### src/rtl/formula_witness_gen_if.sv
// Request/response bundle for formula_witness_gen.
// The master is the example-driver side: it issues x assignments and
// consumes the resulting witness vectors.
// The slave is the generator itself.
interface formula_witness_gen_if;
    logic        in_valid;
    logic        in_ready;
    logic [6:0]  x_vec;
    logic        out_valid;
    logic        out_ready;
    logic [11:0] i_vec;
    logic        sat;
    logic        conv;
    logic [3:0]  iters;

    modport master (
        output in_valid,
        output x_vec,
        output out_ready,
        input  in_ready,
        input  out_valid,
        input  i_vec,
        input  sat,
        input  conv,
        input  iters
    );

    modport slave (
        input  in_valid,
        input  x_vec,
        input  out_ready,
        output in_ready,
        output out_valid,
        output i_vec,
        output sat,
        output conv,
        output iters
    );
endinterface

### src/rtl/formula_witness_gen.sv
// Sequential witness generator for the 7-input / 12-output adder-and-latch
// relation. For a latched x assignment it resolves the acyclic outputs,
// iterates the cyclic i_10/i_11/i_12 chain to its least fixed point, and
// finally re-evaluates the whole relation so the consumer gets a sat flag
// alongside the witness.
// The clause evaluation is split over two CHECK cycles. The first cycle
// registers the seven clause equalities. The second reduces them to sat and
// raises out_valid. This keeps the relation logic away from the handshake
// flops.
module formula_witness_gen #(
    parameter int unsigned MAX_ITER = 4,
    parameter bit          I9_VALUE = 1'b0
) (
    input  logic                clk,
    input  logic                rst,
    formula_witness_gen_if.slave bus
);

    localparam logic [3:0] MaxIterW = 4'(MAX_ITER);

    typedef enum logic [2:0] {
        IDLE,
        ACYC,
        ITER,
        CHECK,
        DONE
    } state_t;

    state_t      state_q;
    logic        checkPhase_q;
    logic        inReady_q;
    logic        outValid_q;
    logic        x0_q;
    logic        x4_q;
    logic        x5_q;
    logic        x6_q;
    logic [11:0] iVec_q;
    logic [6:0]  clauses_q;
    logic        sat_q;
    logic        conv_q;
    logic [3:0]  iters_q;

    logic        carry1;
    logic        acycI3;
    logic        acycI7;
    logic        acycI8;
    logic [11:0] acycVec;
    logic        i10_d;
    logic        i11_d;
    logic        i12_d;
    logic        cycChanged;
    logic [3:0]  itersNext;
    logic [6:0]  clauses_d;

    // Acyclic outputs: a half adder on x_0/x_5 feeding a full adder with x_4/x_6.
    always_comb begin
        carry1     = x0_q & x5_q;
        acycI7     = x0_q ^ x5_q;
        acycI8     = carry1 ^ x4_q ^ x6_q;
        acycI3     = (x4_q & x6_q) | (carry1 & (x4_q ^ x6_q));
        acycVec    = '0;
        acycVec[0] = ~I9_VALUE;
        acycVec[2] = acycI3;
        acycVec[6] = acycI7;
        acycVec[7] = acycI8;
        acycVec[8] = I9_VALUE;
    end

    // One Jacobi step of the cyclic chain, computed entirely from the old values.
    always_comb begin
        i10_d      = x0_q | iVec_q[11];
        i11_d      = x4_q & iVec_q[9];
        i12_d      = x5_q | iVec_q[10];
        cycChanged = (i10_d != iVec_q[9]) || (i11_d != iVec_q[10]) ||
                     (i12_d != iVec_q[11]);
        itersNext  = iters_q + 4'd1;
    end

    // The seven clause equalities of the relation on the registered witness.
    always_comb begin
        clauses_d    = '0;
        clauses_d[0] = (iVec_q[6] == (x0_q ^ x5_q));
        clauses_d[1] = (iVec_q[7] == ((x0_q & x5_q) ^ x4_q ^ x6_q));
        clauses_d[2] = (iVec_q[2] == ((x4_q & x6_q) |
                                     ((x0_q & x5_q) & (x4_q ^ x6_q))));
        clauses_d[3] = (iVec_q[0] == ~iVec_q[8]);
        clauses_d[4] = (iVec_q[9]  == (x0_q | iVec_q[11]));
        clauses_d[5] = (iVec_q[10] == (x4_q & iVec_q[9]));
        clauses_d[6] = (iVec_q[11] == (x5_q | iVec_q[10]));
    end

    // Control FSM with all handshake and result outputs registered.
    always_ff @(posedge clk or posedge rst) begin
        if (rst) begin
            state_q      <= IDLE;
            checkPhase_q <= 1'b0;
            inReady_q    <= 1'b1;
            outValid_q   <= 1'b0;
            x0_q         <= 1'b0;
            x4_q         <= 1'b0;
            x5_q         <= 1'b0;
            x6_q         <= 1'b0;
            iVec_q       <= '0;
            clauses_q    <= '0;
            sat_q        <= 1'b0;
            conv_q       <= 1'b0;
            iters_q      <= '0;
        end else begin
            case (state_q)
                IDLE: begin
                    if (bus.in_valid) begin
                        x0_q      <= bus.x_vec[0];
                        x4_q      <= bus.x_vec[4];
                        x5_q      <= bus.x_vec[5];
                        x6_q      <= bus.x_vec[6];
                        inReady_q <= 1'b0;
                        state_q   <= ACYC;
                    end
                end
                ACYC: begin
                    iVec_q  <= acycVec;
                    iters_q <= '0;
                    conv_q  <= 1'b0;
                    sat_q   <= 1'b0;
                    state_q <= ITER;
                end
                ITER: begin
                    iters_q <= itersNext;
                    if (!cycChanged) begin
                        conv_q       <= 1'b1;
                        checkPhase_q <= 1'b0;
                        state_q      <= CHECK;
                    end else begin
                        iVec_q[9]  <= i10_d;
                        iVec_q[10] <= i11_d;
                        iVec_q[11] <= i12_d;
                        if (itersNext == MaxIterW) begin
                            conv_q       <= 1'b0;
                            checkPhase_q <= 1'b0;
                            state_q      <= CHECK;
                        end
                    end
                end
                CHECK: begin
                    if (!checkPhase_q) begin
                        clauses_q    <= clauses_d;
                        checkPhase_q <= 1'b1;
                    end else begin
                        sat_q        <= &clauses_q;
                        checkPhase_q <= 1'b0;
                        outValid_q   <= 1'b1;
                        state_q      <= DONE;
                    end
                end
                DONE: begin
                    if (bus.out_ready) begin
                        outValid_q <= 1'b0;
                        inReady_q  <= 1'b1;
                        state_q    <= IDLE;
                    end
                end
                default: begin
                    state_q    <= IDLE;
                    inReady_q  <= 1'b1;
                    outValid_q <= 1'b0;
                end
            endcase
        end
    end

    assign bus.in_ready  = inReady_q;
    assign bus.out_valid = outValid_q;
    assign bus.i_vec     = iVec_q;
    assign bus.sat       = sat_q;
    assign bus.conv      = conv_q;
    assign bus.iters     = iters_q;

endmodule

### src/flat_wrapper.sv
// flat-port wrapper written by rule: the top's interface ports become plain ports
module formula_witness_gen_flat 
#(
    parameter int unsigned MAX_ITER = 4,
    parameter bit          I9_VALUE = 1'b0
)
  (clk, rst, bus_in_valid, bus_x_vec, bus_out_ready, bus_in_ready, bus_out_valid, bus_i_vec, bus_sat, bus_conv, bus_iters);
  formula_witness_gen_if bus_i ();
  input  logic clk;
  input  logic rst;
  input wire logic [$bits(bus_i.in_valid)-1:0] bus_in_valid;
  input wire logic [$bits(bus_i.x_vec)-1:0] bus_x_vec;
  input wire logic [$bits(bus_i.out_ready)-1:0] bus_out_ready;
  output wire logic [$bits(bus_i.in_ready)-1:0] bus_in_ready;
  output wire logic [$bits(bus_i.out_valid)-1:0] bus_out_valid;
  output wire logic [$bits(bus_i.i_vec)-1:0] bus_i_vec;
  output wire logic [$bits(bus_i.sat)-1:0] bus_sat;
  output wire logic [$bits(bus_i.conv)-1:0] bus_conv;
  output wire logic [$bits(bus_i.iters)-1:0] bus_iters;
  assign bus_i.in_valid = bus_in_valid;
  assign bus_i.x_vec = bus_x_vec;
  assign bus_i.out_ready = bus_out_ready;
  assign bus_in_ready = bus_i.in_ready;
  assign bus_out_valid = bus_i.out_valid;
  assign bus_i_vec = bus_i.i_vec;
  assign bus_sat = bus_i.sat;
  assign bus_conv = bus_i.conv;
  assign bus_iters = bus_i.iters;
  formula_witness_gen #(.MAX_ITER(MAX_ITER), .I9_VALUE(I9_VALUE)) u_core (.clk(clk), .rst(rst), .bus(bus_i));
endmodule
### config.mk
export PLATFORM = sky130hd
export DESIGN_NAME = formula_witness_gen_flat
export DESIGN_NICKNAME = d
export VERILOG_FILES = /design/src/rtl/formula_witness_gen_if.sv /design/src/rtl/formula_witness_gen.sv /design/src/flat_wrapper.sv
export SDC_FILE = /design/constraint.sdc
export NUM_CORES = 1
export LEC_CHECK = 0
export CAP_MARGIN = 20
export CORE_MARGIN = 2
export CORE_UTILIZATION = 45
export CTS_BUF_LIST = sky130_fd_sc_hd__clkbuf_8
export CTS_CLUSTER_SIZE = 14
export DETAILED_ROUTE_END_ITERATION = 8
export HOLD_SLACK_MARGIN = 0.02
export PLACE_DENSITY = 0.74
export SLEW_MARGIN = 40
export SYNTH_ARGS = -nofsm -noshare
export SYNTH_HDL_FRONTEND = slang
export SYNTH_SLANG_ARGS = --single-unit
### constraint.sdc
create_clock -name clk -period 1.9 [get_ports clk]
set_input_delay 0.19 -clock clk [delete_from_list [all_inputs] [get_ports clk]]
set_output_delay 0.19 -clock clk [all_outputs]
set_load 0.01 [all_outputs]
# After elaboration in Yosys (flattened, before gate mapping)

Cells that the tools add are included.
Widths: inputs -> output; s select.

Register bits: 30
Word-level logic and storage cells: 89

Add/subtract/negate cells: 1
Equal/unequal tests: 19
Mux-type cells: 23
Bitwise logic cells: 14
Reduce and logical (&&, ||, !) cells: 18

Operators by type and width:

| kind                | number |
|---|---|
| $mux 3              | 6 |
| $pmux 3 s5          | 1 |
| $reduce_and 2->1    | 6 |
| $mux 1              | 9 |
| $pmux 4 s2          | 1 |
| $reduce_and 7->1    | 1 |
| $eq 1x1->1          | 6 |
| $eq 3x2->1 const B  | 2 |
| $pmux 1 s2          | 3 |
| $pmux 1 s3          | 2 |
| $pmux 3 s2          | 1 |
| $reduce_and 3->1    | 2 |
| $reduce_bool 2->1   | 3 |
| $reduce_or 3->1     | 2 |
| $add 4x1->4 const B | 1 |
| $and 1x1->1         | 4 |
| $eq 4x3->1 const B  | 1 |
| $ne 2x1->1 const B  | 2 |
| $ne 2x2->1 const B  | 2 |
| $reduce_and 4->1    | 1 |
| $xor 1x1->1         | 4 |
| $eq 3x1->1 const B  | 1 |
| $eq 3x3->1 const B  | 1 |
| $logic_not 3->1     | 1 |
| other kinds (5)     | 12 |

# Depth between registers and ports, before layout

Depth after elaboration: 6
Mapped depth: 7
Depth with buffers taken out: 6

# Worst setup path before layout

No wires, ideal clock.

Path type: register -> register
Start point: reg u_core.state_q[2]
End point: reg u_core.clauses_q[3]
Library setup time: 0.125 ns
Arrival time: 1.314 ns
Required time: 1.775 ns
Path slack: 0.461 ns
Cell stages (with the launch flop): 5
Path buffers: 1
Cells stage by stage: dfrtp_1 -> nand2b_1 -> or3_1 -> buf_6 -> mux2_4

Longest elaborated chain between the ends: 2

RTL lines:

| what                       | RTL line                   | source |
|---|---|---|
| from (decl)                | formula_witness_gen.sv:29  | `state_t state_q;` |
| from (signal assigned)     | formula_witness_gen.sv:95  | `state_q <= IDLE;` |
| from (signal assigned)     | formula_witness_gen.sv:117 | `state_q <= ACYC;` |
| from (signal assigned)     | formula_witness_gen.sv:125 | `state_q <= ITER;` |
| $eq 3x2->1                 | formula_witness_gen.sv:109 | `case (state_q)` |
| $reduce_and 2->1 (no line) | n/a                        |  |
| to (signal assigned)       | formula_witness_gen.sv:146 | `clauses_q <= clauses_d;` |
| to (decl)                  | formula_witness_gen.sv:38  | `logic [6:0] clauses_q;` |

Every way passes these cells.
A chain may end at the register's enable or synchronous reset.

# Worst setup path after layout

Start point: reg u_core.state_q[1]
End point: reg u_core.iters_q[3] (netlist: u_core.bus.iters[3])

Longest elaborated chain between the ends: 2
Elaborated cells on any way between the ends: 4

RTL lines:

| what                                                   | RTL line                   | source |
|---|---|---|
| $eq 3x2->1 / $eq 3x1->1 (equally long branches)        | formula_witness_gen.sv:109 |  |
| $pmux 4 s2 / $reduce_bool 2->1 (equally long branches) | n/a                        |  |
| to (signal assigned)                                   | formula_witness_gen.sv:128 | `iters_q <= itersNext;` |
| to (decl)                                              | formula_witness_gen.sv:41  | `logic [3:0] iters_q;` |

Several ways; a longest one is shown, not always the timed one.

==> impl_summary.txt <==
----------------------------------------------------
[Critical path]
  Maximum single-stage delay on the critical path ... 500 ps
  WP buf/inv ... 1
  Critical Path Sink Type ... register
  Crit. path cell count ... 5
  Kind of launch point of the worst setup path ... register
  Arrival time at the worst endpoint ... between 1500 and 2000 ps
  Launching point of the worst reg2reg path ... u_core.state_q[1]
  Type of the setup path with the least slack ... reg -> reg
  Worst path required time ... approximately 2100 ps
  Capture instance of the worst register-to-register path ... u_core.bus.iters[3]
  End point of the critical path ... u_core.bus.iters[3]
  Cell-by-cell listing of the critical path ... inv_2 > nor3_2 > nor2_1 > o21ai_0 > o31ai_1
  Critical path fanouts, max ... 10
  R2r worst-path depth ... 5
  Slack of the worst reg-to-reg path ... between 300 and 400 ps
  Cell family contributing the most delay on the critical path ... simple AND/OR/NAND/NOR gates
  Critical Path Slowest Stage Cell ... dfrtp_1
  Setup crit start ... u_core.state_q[1]

[Worst hold path]
  Kind of path behind the tightest hold check ... in -> async

[Die]
  Number of ports placed on the die boundary ... 31
  Row cnt ... 20
  Core Footprint ... between 3000 and 4000 um2
  DIE HEIGHT ... a little over 60 um
  Initial Util ... 47.8%
  Die Span X ... just over 60 um
  Die area ... 3740 um2

[Timing]
  Highest clock rate ... approximately 650 MHz
  Slack of the critical path ... between 300 and 400 ps
  Setup TNS ... 0 ps
  Number of failing hold endpoints at the final stage ... 0
  Worst setup skew after layout ... approximately 2.4 ps
  Setup repair after global routing missed its margin ... false
  Finish-stage setup viols ... 0
  Final number of max-transition violations ... 0
  Post-route fraction of the period consumed by the critical path ... a little over 80%
  Time the final worst path needs with I/O delays and setup ... roughly 1500 ps

[Clock network]
  TritonCTS clock tree ... yes
  Root buffer selected by CTS ... clkbuf_8
  Clock network latency to the later pin of the worst-skew pair ... 280 ps
  H-tree levels ... 2
  Cts hold-fix bufs ... 0
  Clock-pin slew reported for the worst setup and hold paths after clock tree synthesis ... about 60 ps
  Buffer levels on the longest clock path ... 2
  CTS resizes ... 0
  Clock Sinks ... 30
  Post-CTS setup buffer count ... 0
  CTS buffer count ... 5

[Power]
  Leakage power summed over all cells ... around 0.8 nW
  Power per cell area ... ~1700 nW/um2
  Worst-case vdd ir drop ... slightly above 0.9 mV

[Routing]
  Drt pass-1 iters ... 4
  Number of remaining DRC errors ... 0
  Via total after detailed routing ... between 1,000 and 1,500
  Antenna-violating nets left ... 0
  Via/cell ratio ... between 5 and 6
  1st-iter DRT viols ... 18
  Routed length per instance ... 13.1 um
  Overall routed net length ... between 2 and 3 mm

[Run]
  Max-capacitance violation count ... 0

[Finish]
  Layout Utilization ... between 50% and 60%
  Area added between synthesis and finish ... 22.1%
  Proportion of layout cells with a drive suffix above 1 ... a little over an eighth
  Post-layout net count ... 182
  Antenna diode count ... 0
  Number of filler instances in the final layout ... 280

[GRT]
  Largest net degree at the start of global routing ... 31
  First-pass GRT wire length ... between 4 and 5 mm
  Combined global-route utilization of all metal layers ... 17.5%
  Vias in the first global route ... around 1,100
  Initial antenna violation count ... 0
  Overall overflow remaining after global route ... 0

[Logic synthesis]
  Gate count after technology mapping ... ~140
  Synth Area per Inst ... around 10 um2
  Seq/Total Area, Yosys ... around half
  Count of yosys warnings during synthesis ... 0
  Number of synthesized register bits ... 30
  Number of distinct library cells after synthesis ... 37
  Netlist Area Pre-Place ... roughly 1500 um2

[Placed design]
  Routability-driven placement congestion ratio ... between 0.8 and 0.9
  Number of buffers inserted by port buffering ... 22
  Dpl hpwl ... approximately 1.9 mm
  DP Worst Slack ... 382 ps

[Status]
  Run status ... completed

----------------------------------------------------
[flip-flops by register name (all words and copies together), names as in the netlist, 3 cells and up]
| register | cells |
|---|---|
| u_core.bus.i_vec | 7 |
| u_core.bus.iters | 4 |
| u_core.clauses_q | 7 |
| u_core.state_q | 3 |
[metrics by stage]
step	hold WS, ps	instance area (um2)	power [mW]	std cells
2_1_floorplan	280	1490	2.10	145
3_3_place_gp	457	1710	2.49	204
3_5_place_dp	472	1710	2.54	204
4_1_cts	287	1800	3.09	212
5_1_grt	296	1800	3.32	212
6_report	279	1800	3.07	212
[cells in the final DEF, fill, tap and decap left out, types with 2 or more instances in the layout]
cell,instances
o21ai_1,7
o31ai_1,2
nor2_1,8
nand3_1,4
buf_4,3
nand4_1,2
and3_1,3
ha_1,3
inv_1,4
nand2_1,17
xnor2_1,3
clkdlybuf4s50_1,22
conb_1,5
dfrtp_1,29
nand4b_1,2
or3_1,2
xor2_1,3
o21ai_0,11
nor2b_1,2
nand2b_1,2
clkbuf_8,6
mux2_2,7
a21oi_1,5
o2bb2ai_1,2
[where the power goes]
part,internal [mW],leakage [nW],switching [mW]
Combinational,0.688,0.368,0.634
Clock,0.286,0.0524,0.231
Sequential,0.915,0.366,0.314
Total,1.89,0.786,1.18
[cell families (layout without fill, tap and decap cells)]
family | after synthesis | in the layout | share of synthesized area [%]
AO/OA/AOI/OAI | 33 | 33 | 13.4
XOR/XNOR | 6 | 6 | 3.57
adder cells (fa/ha/maj) | 4 | 4 | 3.91
buffers and inverters | 14 | 37 | 6.38
flip-flops | 30 | 30 | 51.1
multiplexers | 8 | 8 | 6.38
other | 1 | 5 | 0.255
AND/OR/NAND/NOR | 45 | 45 | 15.1
[routing by layer]
metal,global-route usage (%),vias up,share of wire [%]
li1,-,531,-
met1,21.6,535,45
met2,26.3,29,48
met3,6.72,6,4.6
met4,9.63,0,1.6
met5,0,-,0
[worst min-delay path by stage]
| stage | start | endpoint | depth (start not counted) | slack, ps |
|---|---|---|---|---|
| floorplan | rst | u_core.bus.conv | 1 | 280 |
| global route | rst | u_core.bus.i_vec[11] | 3 | 300 |
| finish | rst | u_core.bus.iters[1] | 3 | 280 |
| global placement | u_core.bus.in_ready | u_core.bus.in_ready | 2 | 460 |
| CTS | rst | u_core.x0_q | 3 | 290 |
| detailed placement | u_core.bus.in_ready | u_core.bus.in_ready | 2 | 470 |
[cell type report]
class / count / area (um2) / area share, %
multi-input combinational: 101 / 641 / 35.7
tap: 44 / 55.1 / 3.06
inverter: 4 / 15.0 / 0.836
clock inverter: 2 / 8.76 / 0.487
sequential: 30 / 752 / 41.9
clock buffer: 6 / 82.6 / 4.60
timing repair buffer: 25 / 243 / 13.5
[Yosys cell counts]
| library cell | instances | area, um2 |
|---|---|---|
| dfrtp_1 | 29 | 726 |
| nand2_1 | 17 | 63.8 |
| o21ai_0 | 11 | 55.1 |
| nor2_1 | 8 | 30.0 |
| buf_4 | 7 | 52.6 |
| mux2_2 | 7 | 78.8 |
| o21ai_1 | 7 | 35.0 |
| a21oi_1 | 5 | 25.0 |
| nand3_1 | 4 | 20.0 |
| and3_1 | 3 | 18.8 |
| ha_1 | 3 | 37.5 |
| inv_1 | 3 | 11.3 |
| xnor2_1 | 3 | 26.3 |
| xor2_1 | 3 | 26.3 |
| buf_6 | 2 | 22.5 |
| nand2b_1 | 2 | 12.5 |
| nand4_1 | 2 | 12.5 |
| nand4b_1 | 2 | 17.5 |
| nor2b_1 | 2 | 12.5 |
| o2bb2ai_1 | 2 | 17.5 |
| o31ai_1 | 2 | 15.0 |
| or3_1 | 2 | 12.5 |
| a21bo_2 | 1 | 10.0 |
| a22o_1 | 1 | 8.76 |
| a31oi_1 | 1 | 6.26 |
| clkbuf_1 | 1 | 3.75 |
| conb_1 | 1 | 3.75 |
| dfstp_2 | 1 | 26.3 |
| fa_1 | 1 | 20.0 |
| inv_2 | 1 | 3.75 |
| mux2_4 | 1 | 15.0 |
| nor3_1 | 1 | 5.00 |
| nor3_2 | 1 | 10.0 |
| o211a_1 | 1 | 10.0 |
| o211ai_1 | 1 | 7.51 |
| o22ai_1 | 1 | 6.26 |
| or2_2 | 1 | 6.26 |
[worst register-to-register path, stage by stage (launching register included)]
cell	delay (ps)
dfrtp_1	500
inv_2	100
nor3_2	310
nor2_1	210
o21ai_0	210
o31ai_1	90
No activity file was read; power rests on OpenSTA's default activity.
